===== config.mk =====
export PLATFORM = sky130hd
export DESIGN_NAME = scm_frame_ctrl
export DESIGN_NICKNAME = d
export VERILOG_FILES = /design/src/rtl/scm_frame_ctrl.sv
export SDC_FILE = /design/constraint.sdc
export NUM_CORES = 1
export LEC_CHECK = 0
export CAP_MARGIN = 30
export CORE_MARGIN = 1
export CORE_UTILIZATION = 50
export DETAILED_ROUTE_END_ITERATION = 10
export PLACE_DENSITY = 0.71
export REMOVE_ABC_BUFFERS = 1
export SYNTH_ARGS = -nofsm -noshare
export SYNTH_HDL_FRONTEND = slang
export SYNTH_SLANG_ARGS = --single-unit

===== constraint.sdc =====
create_clock -name clk -period 10.7 [get_ports clk]
set_clock_uncertainty 0.1 [all_clocks]
set_input_delay 1.07 -clock clk [delete_from_list [all_inputs] [get_ports clk]]
set_output_delay 1.07 -clock clk [all_outputs]
set_load 0.03 [all_outputs]

===== src/rtl/scm_frame_ctrl.sv =====
// scm_frame_ctrl: frame sequencer gating the beamformer-to-mapper stream and
// tracking IFFT-side drain, with done, config-error and timeout reporting.
module scm_frame_ctrl #(
    parameter int NSYM_W  = 8,
    parameter int NIN_W   = 12,
    parameter int NOUT_W  = 20,
    parameter int TIMEOUT = 4096
) (
    input  logic              clk,
    input  logic              srst,
    input  logic              go,
    input  logic              abort,
    input  logic [NSYM_W-1:0] cfg_nsym,
    input  logic [NIN_W-1:0]  cfg_nin,
    input  logic [NOUT_W-1:0] cfg_nout,
    input  logic              bfo_tvld,
    output logic              bfo_trdy,
    output logic              scm_tvld,
    input  logic              scm_trdy,
    input  logic              ifia_tvld,
    input  logic              ifia_trdy,
    input  logic              ifib_tvld,
    input  logic              ifib_trdy,
    output logic              start_level,
    output logic              busy,
    output logic              done,
    output logic              err_cfg,
    output logic              err_timeout,
    output logic [NSYM_W-1:0] sym_cnt
);
    localparam int IDL_W = $clog2(TIMEOUT);
    typedef enum logic [1:0] {IDLE, RUN, DRAIN, DONE} state_t;
    state_t state, state_nx;
    logic [NSYM_W-1:0] nsym_q;
    logic [NIN_W-1:0]  nin_q, beat_cnt;
    logic [NOUT_W-1:0] nout_q, cnt_a, cnt_b, cnt_a_nx, cnt_b_nx;
    logic [IDL_W-1:0]  idle_cnt;
    logic run, in_beat, beat_a, beat_b, count_out, cfg_ok, accept;
    logic sym_end, frame_end, drained, timed_out;

    assign run       = state == RUN;
    assign bfo_trdy  = run & scm_trdy;
    assign scm_tvld  = run & bfo_tvld;
    assign busy      = state != IDLE;
    assign done      = state == DONE;
    assign in_beat   = bfo_tvld & scm_trdy & run;
    assign beat_a    = ifia_tvld & ifia_trdy;
    assign beat_b    = ifib_tvld & ifib_trdy;
    assign count_out = run | (state == DRAIN);
    assign cnt_a_nx  = (count_out && beat_a && cnt_a != nout_q) ? cnt_a + 1'b1 : cnt_a;
    assign cnt_b_nx  = (count_out && beat_b && cnt_b != nout_q) ? cnt_b + 1'b1 : cnt_b;
    assign cfg_ok    = cfg_nsym != '0 && cfg_nin != '0;
    assign accept    = state == IDLE && go && cfg_ok;
    assign sym_end   = in_beat && beat_cnt == nin_q - 1'b1;
    assign frame_end = sym_end && sym_cnt == nsym_q - 1'b1;
    // drain completion looks at counts including this cycle's beats
    assign drained   = cnt_a_nx == nout_q && cnt_b_nx == nout_q;
    assign timed_out = idle_cnt == IDL_W'(TIMEOUT - 1) && !(beat_a | beat_b);

    always_comb begin
        state_nx = state;
        unique case (state)
            IDLE:  state_nx = accept ? RUN : IDLE;
            RUN:   state_nx = frame_end ? DRAIN : RUN;
            DRAIN: state_nx = (drained || timed_out) ? DONE : DRAIN;
            DONE:  state_nx = IDLE;
        endcase
        if (abort) state_nx = IDLE;
    end

    always_ff @(posedge clk) begin
        if (srst) begin
            state       <= IDLE;
            start_level <= 1'b0;
            err_cfg     <= 1'b0;
            err_timeout <= 1'b0;
            nsym_q      <= '0;
            nin_q       <= '0;
            nout_q      <= '0;
            beat_cnt    <= '0;
            sym_cnt     <= '0;
            cnt_a       <= '0;
            cnt_b       <= '0;
            idle_cnt    <= '0;
        end else begin
            state       <= state_nx;
            start_level <= state_nx inside {RUN, DRAIN};
            err_cfg     <= state == IDLE && go && !cfg_ok && !abort;
            if (abort) begin
                beat_cnt <= '0;
                sym_cnt  <= '0;
                cnt_a    <= '0;
                cnt_b    <= '0;
                idle_cnt <= '0;
            end else if (accept) begin
                nsym_q      <= cfg_nsym;
                nin_q       <= cfg_nin;
                nout_q      <= cfg_nout;
                beat_cnt    <= '0;
                sym_cnt     <= '0;
                cnt_a       <= '0;
                cnt_b       <= '0;
                idle_cnt    <= '0;
                err_timeout <= 1'b0;
            end else begin
                if (in_beat) beat_cnt <= sym_end ? '0 : beat_cnt + 1'b1;
                if (sym_end) sym_cnt <= sym_cnt + 1'b1;
                cnt_a    <= cnt_a_nx;
                cnt_b    <= cnt_b_nx;
                idle_cnt <= (state == DRAIN && !(beat_a | beat_b)) ? idle_cnt + 1'b1 : '0;
                if (state == DRAIN && !drained && timed_out) err_timeout <= 1'b1;
            end
        end
    end
endmodule


After elaboration in Yosys (flattened, before gate mapping)
Cells that the tools add are included.

storage, ports and cells
  register bits = 117
  bits of input ports = 50
  output and inout port bits = 15
  word-level logic and storage cells = 82

operators by class
  add/sub/neg operators = 7
  equality and inequality tests = 12
  multiplexer cells = 10
  bitwise logic cells = 10
  reductions and logical operators = 31

operator list
  kind                                                                   number
  20-bit by 1-bit adder with 20-bit output (second input constant)       2
  20-bit == test                                                         2
  20-bit two-way mux                                                     2
  20-bit inequality test                                                 2
  12-bit by 1-bit adder with 12-bit output (second input constant)       2
  1-bit logical AND                                                      16
  12-bit == test                                                         1
  12-bit == test (second input constant)                                 1
  12-bit two-way mux                                                     1
  12-bit nonzero test                                                    1
  12-bit by 1-bit subtractor with 12-bit output (second input constant)  1
  8-bit by 1-bit adder with 8-bit output (second input constant)         1
  8-bit == test                                                          1
  2-bit one-hot mux with 4 select lines                                  1
  8-bit nonzero test                                                     1
  8-bit by 1-bit subtractor with 8-bit output (second input constant)    1
  1-bit AND                                                              6
  2-bit == test (second input constant)                                  3
  2-bit nonzero test                                                     3
  2-bit by 1-bit == test with 1-bit output (second input constant)       2
  1-bit logical NOT                                                      4
  1-bit two-way mux                                                      4
  2-bit two-way mux                                                      2
  2-bit AND reduction                                                    2
  6 further kinds                                                        8

Longest topological paths before layout
Gate-level depths: netlist of the first run.

  depth in word-level cells = 13
  depth in mapped cells = 14
  depth with buffers taken out = 13

Worst setup path after synthesis of the first run
Ideal clock, no wire load.

  kind = input to register
  start point = in ifia_tvld
  end point = reg start_level
  setup time = 0.123 ns
  arrival time = 3.971 ns
  data required time = 10.477 ns
  setup slack = 6.505 ns
  stages = 12
  buffers on the path = 1
  cell sequence = and3_1 > buf_6 > nand4_2 > a221o_1 > a2111oi_2 > nand4b_1 > or4_1 > nor4_1 > nand4_1 > or4_1 > a31oi_1 > mux2_1

between the ends
  longest elaborated chain between the ends = 12
  elaborated cells between the ends (all ways) = 16
  those cells by class = 3 x eq/ne; 4 x mux; 2 x bitwise; 7 x reduce/logical

ends and longest elaborated chain
  item                                                                              RTL line  RTL
  start, declared                                                                   20        input logic ifia_tvld,
  1-bit AND *                                                                       47        assign beat_a = ifia_tvld & ifia_trdy;
  1-bit logical AND (2 in series)                                                   50        assign cnt_a_nx = (count_out && beat_a && cnt_a != nout_q) ? cnt_a + 1'b1 : cnt_a;
  20-bit two-way mux                                                                50
  20-bit == test                                                                    57        assign drained = cnt_a_nx == nout_q && cnt_b_nx == nout_q;
  1-bit logical AND                                                                 57
  1-bit logical OR *                                                                65        DRAIN: state_nx = (drained || timed_out) ? DONE : DRAIN;
  1-bit two-way mux *                                                               65
  2-bit one-hot mux with 4 select lines *                                           62        unique case (state)
  2-bit two-way mux *                                                               68        if (abort) state_nx = IDLE;
  2-bit by 1-bit == test with 1-bit output / 2-bit == test (equally long branches)  87        start_level <= state_nx inside {RUN, DRAIN};
  2-bit nonzero test *                                                              87
  end signal, assigned                                                              87
  end, declared                                                                     24        output logic start_level,

Every way passes the cells marked *; elsewhere a longest branch is shown, timed or not.
A chain may end at the register's enable or synchronous reset.

Worst setup path after layout of the first run
  start point = in ifib_tvld
  end point = reg start_level

between the ends
  longest elaborated chain between the ends = 12
  elaborated cells between the ends (all ways) = 16
  those cells by class = 3 x eq/ne; 4 x mux; 2 x bitwise; 7 x reduce/logical

ends and longest elaborated chain
  item                                                                              RTL line  RTL
  start, declared                                                                   22        input logic ifib_tvld,
  1-bit AND *                                                                       48        assign beat_b = ifib_tvld & ifib_trdy;
  1-bit logical AND (2 in series)                                                   51        assign cnt_b_nx = (count_out && beat_b && cnt_b != nout_q) ? cnt_b + 1'b1 : cnt_b;
  20-bit two-way mux                                                                51
  20-bit == test                                                                    57
  1-bit logical AND                                                                 57
  1-bit logical OR *                                                                65
  1-bit two-way mux *                                                               65
  2-bit one-hot mux with 4 select lines *                                           62
  2-bit two-way mux *                                                               68
  2-bit by 1-bit == test with 1-bit output / 2-bit == test (equally long branches)  87
  2-bit nonzero test *                                                              87

Marked as above.

==> results.toml, run 1 <==
[min_path]
hp-class = "flop to flop"
holdPathStages = 1
hold_end = "idle_cnt[0]$_SDFF_PP0_"
hp-start = "idle_cnt[0]$_SDFF_PP0_"

[clock_network]
root_buffer = "clkbuf_16"
cts.path.max_buffers = 2
ctsHoldBuffers = 0
htreeDepth = 4
postCtsSetupBuffers = 0
cts_buffers = 17
clkTransAtPathRegs_ns = 0.06
clkSinkCount = 117
clk_latency_ns = 0.42
cts_tree = "yes"
cts_resized = 0

[setup_path]
path_class = "input port to flop"
cp_max_fo = 6
worstReg2RegStart = "state[0]$_SDFF_PP0_"
r2r_setup_slack_ns = 5.91
cp-start-kind = "input port"
end_kind = "flop"
reg2reg_depth = 13
worstPathArrival_ns = 5.25
required_ns = 10.91
r2r-end = "start_level$_SDFF_PP0_"

[floorplanning]
row_count = 43
core_area_um2 = 13830
die_w_um = 121.0
dieArea_um2 = 14650
start_util_pct = 51.24
die_h_um = 121.0
pin_count = 65

[grt]
grt_use_total_pct = 28.53
grt_overflow = 0
grt_pass1_vias = 6185
antenna_found_initial = 0
grt_max_degree = 44
grt_pass1_wl_um = 32050

[route]
viasPerCell = 5.882
route.detailed.drc = 0
routedWlPerCell_um = 17.66
wl_um = 19910
vias = 6629
drtAntennaViolNets = 0
drt_iter0_drc = 450
first_pass_iters = 7

[timing]
period_share_pct = 47.07
fin_ws_ns = 5.663
setup_tns_ns = 0
hold_viol = 0
fin_hold_ws_ns = 0.3708
rsz0062_at_grt = "no"
finalSetupViolCount = 0
worst_pin_slew_ns = 0.7976
drv_slew = 0
slew_headroom_pct = 46.82
period_minus_slack_ns = 5.037
fmaxAchievable_ghz = 0.1985

[synth]
ys_warn_count = 0
synth-main-ff-cell = "dfxtp_1"
synth_edf_count = 0
synth_cells = 904
post_synth.cell_area_avg_um2 = 7.838
synth_cell_type_count = 69
ys_seq_area_share_pct = 33.06
ys_ff_latch = 117
async_reset_ff_share_pct = 0
synth_area_um2 = 7086

[placed_design]
place.gp.congestion = 0.9827
portBuffers = 64
pre_cts_ws_ns = 5.318
dp_hpwl_um = 14630

[outcome]
status = "finished clean"

[final_layout]
diodes = 0
layout_common_cells = "nand2_1, dfxtp_1, nor2_1"
nets = 996
fill_cells = 1282
drive_gt1_share_pct = 4.963
area_delta_synth_final_pct = 17.27
final_common_cell = "nand2_1"

[pwr]
powerDensity_nw_per_um2 = 140.0
leakage_nw = 2.871
ir_drop_mv = 0.09602

[job]
maxCapViolCount = 0
==> power breakdown <==
part / total, mW / internal (mW) / leakage, nW / switching [mW]
combinational: 0.132 / 0.0578 / 1.64 / 0.0743
clock: 0.574 / 0.352 / 0.288 / 0.222
sequential: 0.458 / 0.443 / 0.947 / 0.0143
total: 1.16 / 0.853 / 2.87 / 0.311
==> kinds of logic (layout without fill, tap and decap cells) <==
family	after synthesis	count (layout)	synth area share (%)
fa+ha+maj	12	12	2.119
compound gates	146	146	13.54
buf+inv	78	121	5.068
xor+xnor	139	139	17.18
mux	9	9	1.289
flops	117	117	33.06
simple gates	403	403	27.74
==> worst max-delay path, cell delays in order <==
cell and delay [ns]:
clkdlybuf4s50_1 0.57, nand4_1 0.25, nor4_2 0.60, nand3_1 0.24, a2111oi_0 0.51, xnor2_1 0.18, xnor2_1 0.15, a2111oi_0 0.43
nand4_1 0.20, or4_1 0.49, a31oi_1 0.20, mux2_1 0.34
==> through the flow <==
stage | util (%) | power [mW] | instances | area, µm²
after floorplan | - | 0.5417 | 847 | 6805
after global placement | 55.68 | 0.5958 | 1094 | 7699
after detailed placement | 55.82 | 0.5962 | 1095 | 7719
after CTS | 60.09 | 1.169 | 1127 | 8309
after global routing | 60.09 | 1.204 | 1127 | 8309
final | 60.09 | 1.164 | 1127 | 8309
==> flip-flops by register name (all words and copies together) (netlist names) <==
register / count
nout_q: 20
err_cfg: 1
start_level: 1
nsym_q: 8
cnt_b: 20
err_timeout: 1
nin_q: 12
cnt_a: 20
state: 2
beat_cnt: 12
idle_cnt: 12
sym_cnt: 8
==> layout make-up <==
cell class,count,area (µm²),area share (%)
well taps,180,225.2,2.710
clock buffers,19,442.9,5.331
inverters,21,78.83,0.9487
repair buffers,68,683.2,8.222
flip-flops and latches,117,2342,28.19
multi-input cells,709,4389,52.82
clock inverters,13,147.6,1.777
==> routing by layer <==
metal	GRT usage, %	vias up	routed length [µm]
met5	0	-	0
met4	16.05	0	918
met3	6.814	66	1221
met2	45.75	236	9161
met1	34.92	3112	8604
li1	-	3215	-
==> cells in the mapped netlist, types with 3 or more instances <==
library cell	count	area, µm²
a2111oi_0	4	35.03
or4_1	6	45.04
and4_1	6	52.55
or3_1	6	37.54
o21ai_1	3	15.01
o311ai_0	3	26.28
xnor2_1	82	718.2
a211oi_1	6	45.04
clkbuf_1	36	135.1
nand4_1	29	181.4
xor2_1	57	499.2
buf_6	6	67.56
a21oi_1	56	280.3
nand3b_1	3	22.52
and3_1	14	87.58
dfxtp_1	117	2342
o2111ai_1	4	35.03
nor4b_1	3	26.28
nor2_1	104	390.4
nand3_1	35	175.2
nand2b_1	4	25.02
or2_2	3	18.77
nand2_1	121	454.2
a31oi_1	6	37.54
inv_1	21	78.83
mux2i_1	8	80.08
buf_2	14	70.07
a22o_1	4	35.03
a41o_1	3	30.03
nor4_1	17	106.4
and2_1	9	56.30
nor3b_1	5	37.54
nor3_1	18	90.09
nor2b_1	11	68.82
o31ai_1	4	30.03
o21ai_0	18	90.09
ha_1	12	150.1
o211ai_1	5	37.54
==> worst max path at each step <==
stage	start	end	slack, ns
floorplan	ifia_tvld	start_level$_SDFF_PP0_	6.47
global placement	ifib_trdy	start_level$_SDFF_PP0_	5.44
detailed placement	ifib_tvld	start_level$_SDFF_PP0_	5.32
CTS	ifib_tvld	start_level$_SDFF_PP0_	5.74
global route	ifib_tvld	start_level$_SDFF_PP0_	5.52
finish	ifib_tvld	start_level$_SDFF_PP0_	5.66
Power figures use the tool's default switching activity.
==> inputs of run 2 (changes only) <==
==> constraint.sdc (replaced) <==
create_clock -name clk -period 5.25 [get_ports clk]
set_clock_uncertainty 0.1 [all_clocks]
set_input_delay 0.525 -clock clk [delete_from_list [all_inputs] [get_ports clk]]
set_output_delay 0.525 -clock clk [all_outputs]
set_load 0.03 [all_outputs]
==> run 2 against run 1 <==
Net effect:
- clock power is 90% higher
- flip-flop and latch count did not move
- power is 98% higher
- combinational power increased by 110%
- first-iteration DRC count grew 21%
- non-clock buffer count rose by 7
- wire length about the same
- global-route usage about the same
- largest cell class unchanged
- largest power group unchanged
- highest routed layer unchanged
==> results.toml, run 2 (synthesis gave the netlist of run 1 again) <==
[floorplanning]
die_w_um = 121.0
dieArea_um2 = 14650
pin_count = 65
row_count = 43
die_h_um = 121.0
start_util_pct = 51.24
core_area_um2 = 13830

[final_layout]
diodes = 0
layout_common_cells = "nand2_1, dfxtp_1, nor2_1"
area_delta_synth_final_pct = 17.50
reg_top3 = "cnt_a: 20 flops, cnt_b: 20 flops, nout_q: 20 flops"
drive_gt1_share_pct = 5.666
nets = 1003
final_cells = 1133
final_common_cell = "nand2_1"

[pwr]
leakage_nw = 2.886
ir_drop_mv = 0.2842
powerDensity_nw_per_um2 = 276.3

[setup_path]
cp_cell_sequence = "inv_1, ha_1, nand4_1, nor4_2, nand3_1, a2111oi_0, xnor2_1, xnor2_1, a2111oi_0, nand4_1, or4_1, a31oi_1, mux2_1"
path_buf_inv = 1
path_class = "flop to flop"
critPathMaxStageDelay_ns = 0.53
r2r_setup_slack_ns = 0.59
end_kind = "flop"
worstPathArrival_ns = 4.87
reg2reg_depth = 13
cp_max_fo = 8
required_ns = 5.45
worstReg2RegStart = "state[0]$_SDFF_PP0_"
r2r-end = "start_level$_SDFF_PP0_"
crit_family = "simple AND/OR/NAND/NOR gates"
crit_slowest_cell = "nor4_2"
cp-start-kind = "flop"

[min_path]
hold_end = "idle_cnt[0]$_SDFF_PP0_"
hp-class = "flop to flop"
holdPathStages = 1
hp-start = "idle_cnt[0]$_SDFF_PP0_"

[route]
routedWlPerCell_um = 17.56
first_pass_iters = 5
drtAntennaViolNets = 0
drt_iter0_drc = 543
viasPerCell = 5.806
route.detailed.drc = 0
vias = 6578
wl_um = 19900

[outcome]
status = "finished clean"

[grt]
antenna_found_initial = 0
grt_pass1_vias = 6082
grt_overflow = 0
grt_max_degree = 43
grt_pass1_wl_um = 32130
grt_use_total_pct = 28.57

[placed_design]
dpl.cell_count = 1102
place.gp.congestion = 1.007
dp_hpwl_um = 14870
portBuffers = 64

[clock_network]
cts.path.max_buffers = 2
root_buffer = "clkbuf_16"
clkTransAtPathRegs_ns = 0.06
postCtsSetupBuffers = 0
cts_tree = "yes"
cts_buffers = 17
cts_resized = 0
clkSinkCount = 117
clk_latency_ns = 0.43
htreeDepth = 4
ctsHoldBuffers = 0

[timing]
period_minus_slack_ns = 4.661
drv_slew = 0
hold_viol = 0
rsz0062_at_grt = "no"
slew_headroom_pct = 34.41
finalSetupViolCount = 0
fin_hold_ws_ns = 0.3651
period_share_pct = 88.78
worst_pin_slew_ns = 0.9828
setup_tns_ns = 0
fmaxAchievable_ghz = 0.2146

[job]
maxCapViolCount = 0
-- run 2: cell types whose count changed in the layout (fill, tap and decap cells not counted) --
| cell | previous run | this run |
|---|---|---|
| bufinv_16 | 2 | 1 |
| buf_4 | 3 | 10 |
| clkinvlp_4 | 1 | 3 |
| clkinv_4 | 5 | 4 |
| clkbuf_8 | 1 | 0 |
| clkbuf_1 | 1 | 0 |
| clkinv_2 | 2 | 3 |
-- run 2: power by group --
part,switching (mW),internal (mW),leakage (nW)
Clock,0.441,0.650,0.266
Sequential,0.0263,0.904,0.947
Combinational,0.156,0.123,1.67
-- run 2: layout make-up --
class                   count  area (µm²)
fillers                  1246        5502
multi-input cells         709        4389
flip-flops and latches    117        2342
repair buffers             75       735.7
clock buffers              17       425.4
well taps                 180       225.2
clock inverters            14       128.9
inverters                  21       78.83
-- run 2: worst reg2reg max path: cells and delay by family, from the launching register on --
| kind | cells | cell delay [ns] |
|---|---|---|
| buffers and inverters | 1 | 0.10 |
| multiplexers | 1 | 0.34 |
| adder cells (fa/ha/maj) | 1 | 0.43 |
| flip-flops | 1 | 0.40 |
| AO/OA/AOI/OAI | 3 | 1.16 |
| AND/OR/NAND/NOR | 5 | 1.68 |
| XOR/XNOR | 2 | 0.34 |
-- run 2: how the worst max path moves through the flow --
| stage | cells past startpoint | to | startpoint | slack, ns |
|---|---|---|---|---|
| after floorplan | 13 | start_level$_SDFF_PP0_ | state[0]$_SDFF_PP0_ | 1.25 |
| after global placement | 12 | start_level$_SDFF_PP0_ | ifib_trdy | 0.57 |
| after detailed placement | 12 | start_level$_SDFF_PP0_ | ifib_tvld | 0.46 |
| after CTS | 13 | start_level$_SDFF_PP0_ | state[0]$_SDFF_PP0_ | 0.66 |
| after global routing | 13 | start_level$_SDFF_PP0_ | state[0]$_SDFF_PP0_ | 0.31 |
| final | 13 | start_level$_SDFF_PP0_ | state[0]$_SDFF_PP0_ | 0.59 |
-- run 2: routing by layer --
metal / part of all wire, % / vias up / track usage (%)
met3: 6.9 / 50 / 7.895
met4: 3.3 / 0 / 11.57
met2: 46 / 250 / 46.39
met5: 0 / - / 0
li1: - / 3220 / -
met1: 44 / 3058 / 35.55
-- run 2: stage by stage --
step           area (µm²)  setup slack, ns  power, mW  util [%]
4_1_cts              8325           0.6610      2.310     60.21
3_5_place_dp         7771           0.4624      1.222     56.20
2_1_floorplan        6805            1.253      1.104         -
3_3_place_gp         7751           0.5721      1.221     56.06
6_report             8325           0.5892      2.300     60.21
5_1_grt              8325           0.3058      2.387     60.21
==> inputs of run 3 (changes only) <==
--- a/config.mk
+++ b/config.mk
@@ -5,7 +5,6 @@
 export SDC_FILE = /design/constraint.sdc
 export NUM_CORES = 1
 export LEC_CHECK = 0
-export CAP_MARGIN = 30
 export CORE_MARGIN = 1
 export CORE_UTILIZATION = 50
 export DETAILED_ROUTE_END_ITERATION = 10
==> run 3 against run 2 <==
Net effect:
- count of clock-buffer cells in the layout increased by 1
- clock power increased by 17%
- largest power group unchanged
- non-clock buffer count decreased by 1
- flip-flop and latch count unchanged
- combinational power decreased by 1%
- wire length increased by 0.52%
==> results.toml, run 3 (synthesis gave the netlist of run 1 again) <==
[clock_network]
clkSinkCount = 117
clkTransAtPathRegs_ns = 0.06
clk_latency_ns = 0.43
cts_resized = 0
cts_buffers = 17
ctsHoldBuffers = 0
cts.path.max_buffers = 2
root_buffer = "clkbuf_16"
cts_tree = "yes"
postCtsSetupBuffers = 0
htreeDepth = 4

[setup_path]
worstPathArrival_ns = 4.94
r2r_setup_slack_ns = 0.52
reg2reg_depth = 13
path_class = "flop to flop"
end_kind = "flop"
cp-start-kind = "flop"
cp_max_fo = 8
required_ns = 5.46
worstReg2RegStart = "state[0]$_SDFF_PP0_"
r2r-end = "start_level$_SDFF_PP0_"

[route]
route.detailed.drc = 0
viasPerCell = 5.819
drtAntennaViolNets = 0
first_pass_iters = 5
drt_iter0_drc = 437
wl_um = 20000
routedWlPerCell_um = 17.67
vias = 6587

[grt]
grt_max_degree = 51
grt_overflow = 0
grt_pass1_vias = 5979
grt_pass1_wl_um = 31860
grt_use_total_pct = 28.63
antenna_found_initial = 0

[timing]
finalSetupViolCount = 0
fin_ws_ns = 0.5246
setup_tns_ns = 0
period_share_pct = 90.01
drv_slew = 0
worst_pin_slew_ns = 1.076
hold_viol = 0
period_minus_slack_ns = 4.725
slew_headroom_pct = 28.03
rsz0062_at_grt = "no"
fin_hold_ws_ns = 0.3582
fmaxAchievable_ghz = 0.2116

[pwr]
leakage_nw = 2.914
powerDensity_nw_per_um2 = 294.8
clockPowerShare_pct = 51.3
p_comb_share_pct = 11.1
ir_drop_mv = 0.2495
p_total_mw = 2.473
p_switching_mw = 0.6357
p_sw_share_pct = 25.71
p_int_mw = 1.837
p_seq_share_pct = 37.6

[min_path]
hp-class = "flop to flop"
hold_end = "idle_cnt[0]$_SDFF_PP0_"
holdPathStages = 1
hp-start = "idle_cnt[0]$_SDFF_PP0_"

[final_layout]
reg_top3 = "cnt_a: 20 flops, cnt_b: 20 flops, nout_q: 20 flops"
final_area_um2 = 8387
drive_gt1_share_pct = 5.567
final_cells = 1132
final_common_cell = "nand2_1"
nets = 1002
area_delta_synth_final_pct = 18.36
layout_common_cells = "nand2_1, dfxtp_1, nor2_1"
utilization_pct = 60.66
diodes = 0

[floorplanning]
die_w_um = 121.0
pin_count = 65
core_area_um2 = 13830
row_count = 43
start_util_pct = 51.24
die_h_um = 121.0
dieArea_um2 = 14650

[placed_design]
portBuffers = 64
placed_area_um2 = 7751
pre_cts_ws_ns = 0.4549
dp_hpwl_um = 14700
dpl.cell_count = 1101
place.gp.congestion = 1.007

[outcome]
status = "finished clean"

[job]
maxCapViolCount = 0
==> run 3: metal layers <==
layer	global-route usage, %	up-vias	part of all wire, %
met5	0	-	0
met4	14.81	0	4.0
met3	6.391	60	6.3
met2	45.61	266	46
met1	36.11	3036	44
li1	-	3225	-
==> run 3: cell type report <==
type                            instances  area (µm²)
Fill cell                            1253        5440
Multi-Input combinational cell        709        4389
Sequential cell                       117        2342
Timing Repair Buffer                   74       715.7
Clock buffer                           18       439.2
Tap cell                              180       225.2
Clock inverter                         13       196.4
Inverter                               21       78.83
==> run 3: worst max path at each step <==
stage | start | endpoint | slack, ns | cells past startpoint
CTS | state[0]$_SDFF_PP0_ | start_level$_SDFF_PP0_ | 0.64 | 13
floorplan | state[0]$_SDFF_PP0_ | start_level$_SDFF_PP0_ | 1.25 | 13
global route | state[0]$_SDFF_PP0_ | start_level$_SDFF_PP0_ | 0.18 | 13
finish | state[0]$_SDFF_PP0_ | start_level$_SDFF_PP0_ | 0.52 | 13
global placement | ifib_trdy | start_level$_SDFF_PP0_ | 0.57 | 12
detailed placement | ifib_tvld | start_level$_SDFF_PP0_ | 0.45 | 12
==> run 3: critical path: stages, from the launching register on <==
cell	delay, ns
dfxtp_1	0.40
inv_1	0.10
ha_1	0.42
nand4_1	0.23
nor4_2	0.54
nand3_1	0.20
a2111oi_0	0.55
xnor2_1	0.18
xnor2_1	0.15
a2111oi_0	0.48
nand4_1	0.23
or4_1	0.49
a31oi_1	0.20
mux2_1	0.34
==> run 3: power by group through the flow <==
stage / clock network [mW] / registers [mW] / logic, mW
floorplan: 0 / 0.942 / 0.162
global placement: 0 / 0.949 / 0.272
detailed placement: 0 / 0.949 / 0.270
CTS: 1.28 / 0.930 / 0.272
global route: 1.32 / 0.932 / 0.301
finish: 1.27 / 0.930 / 0.275
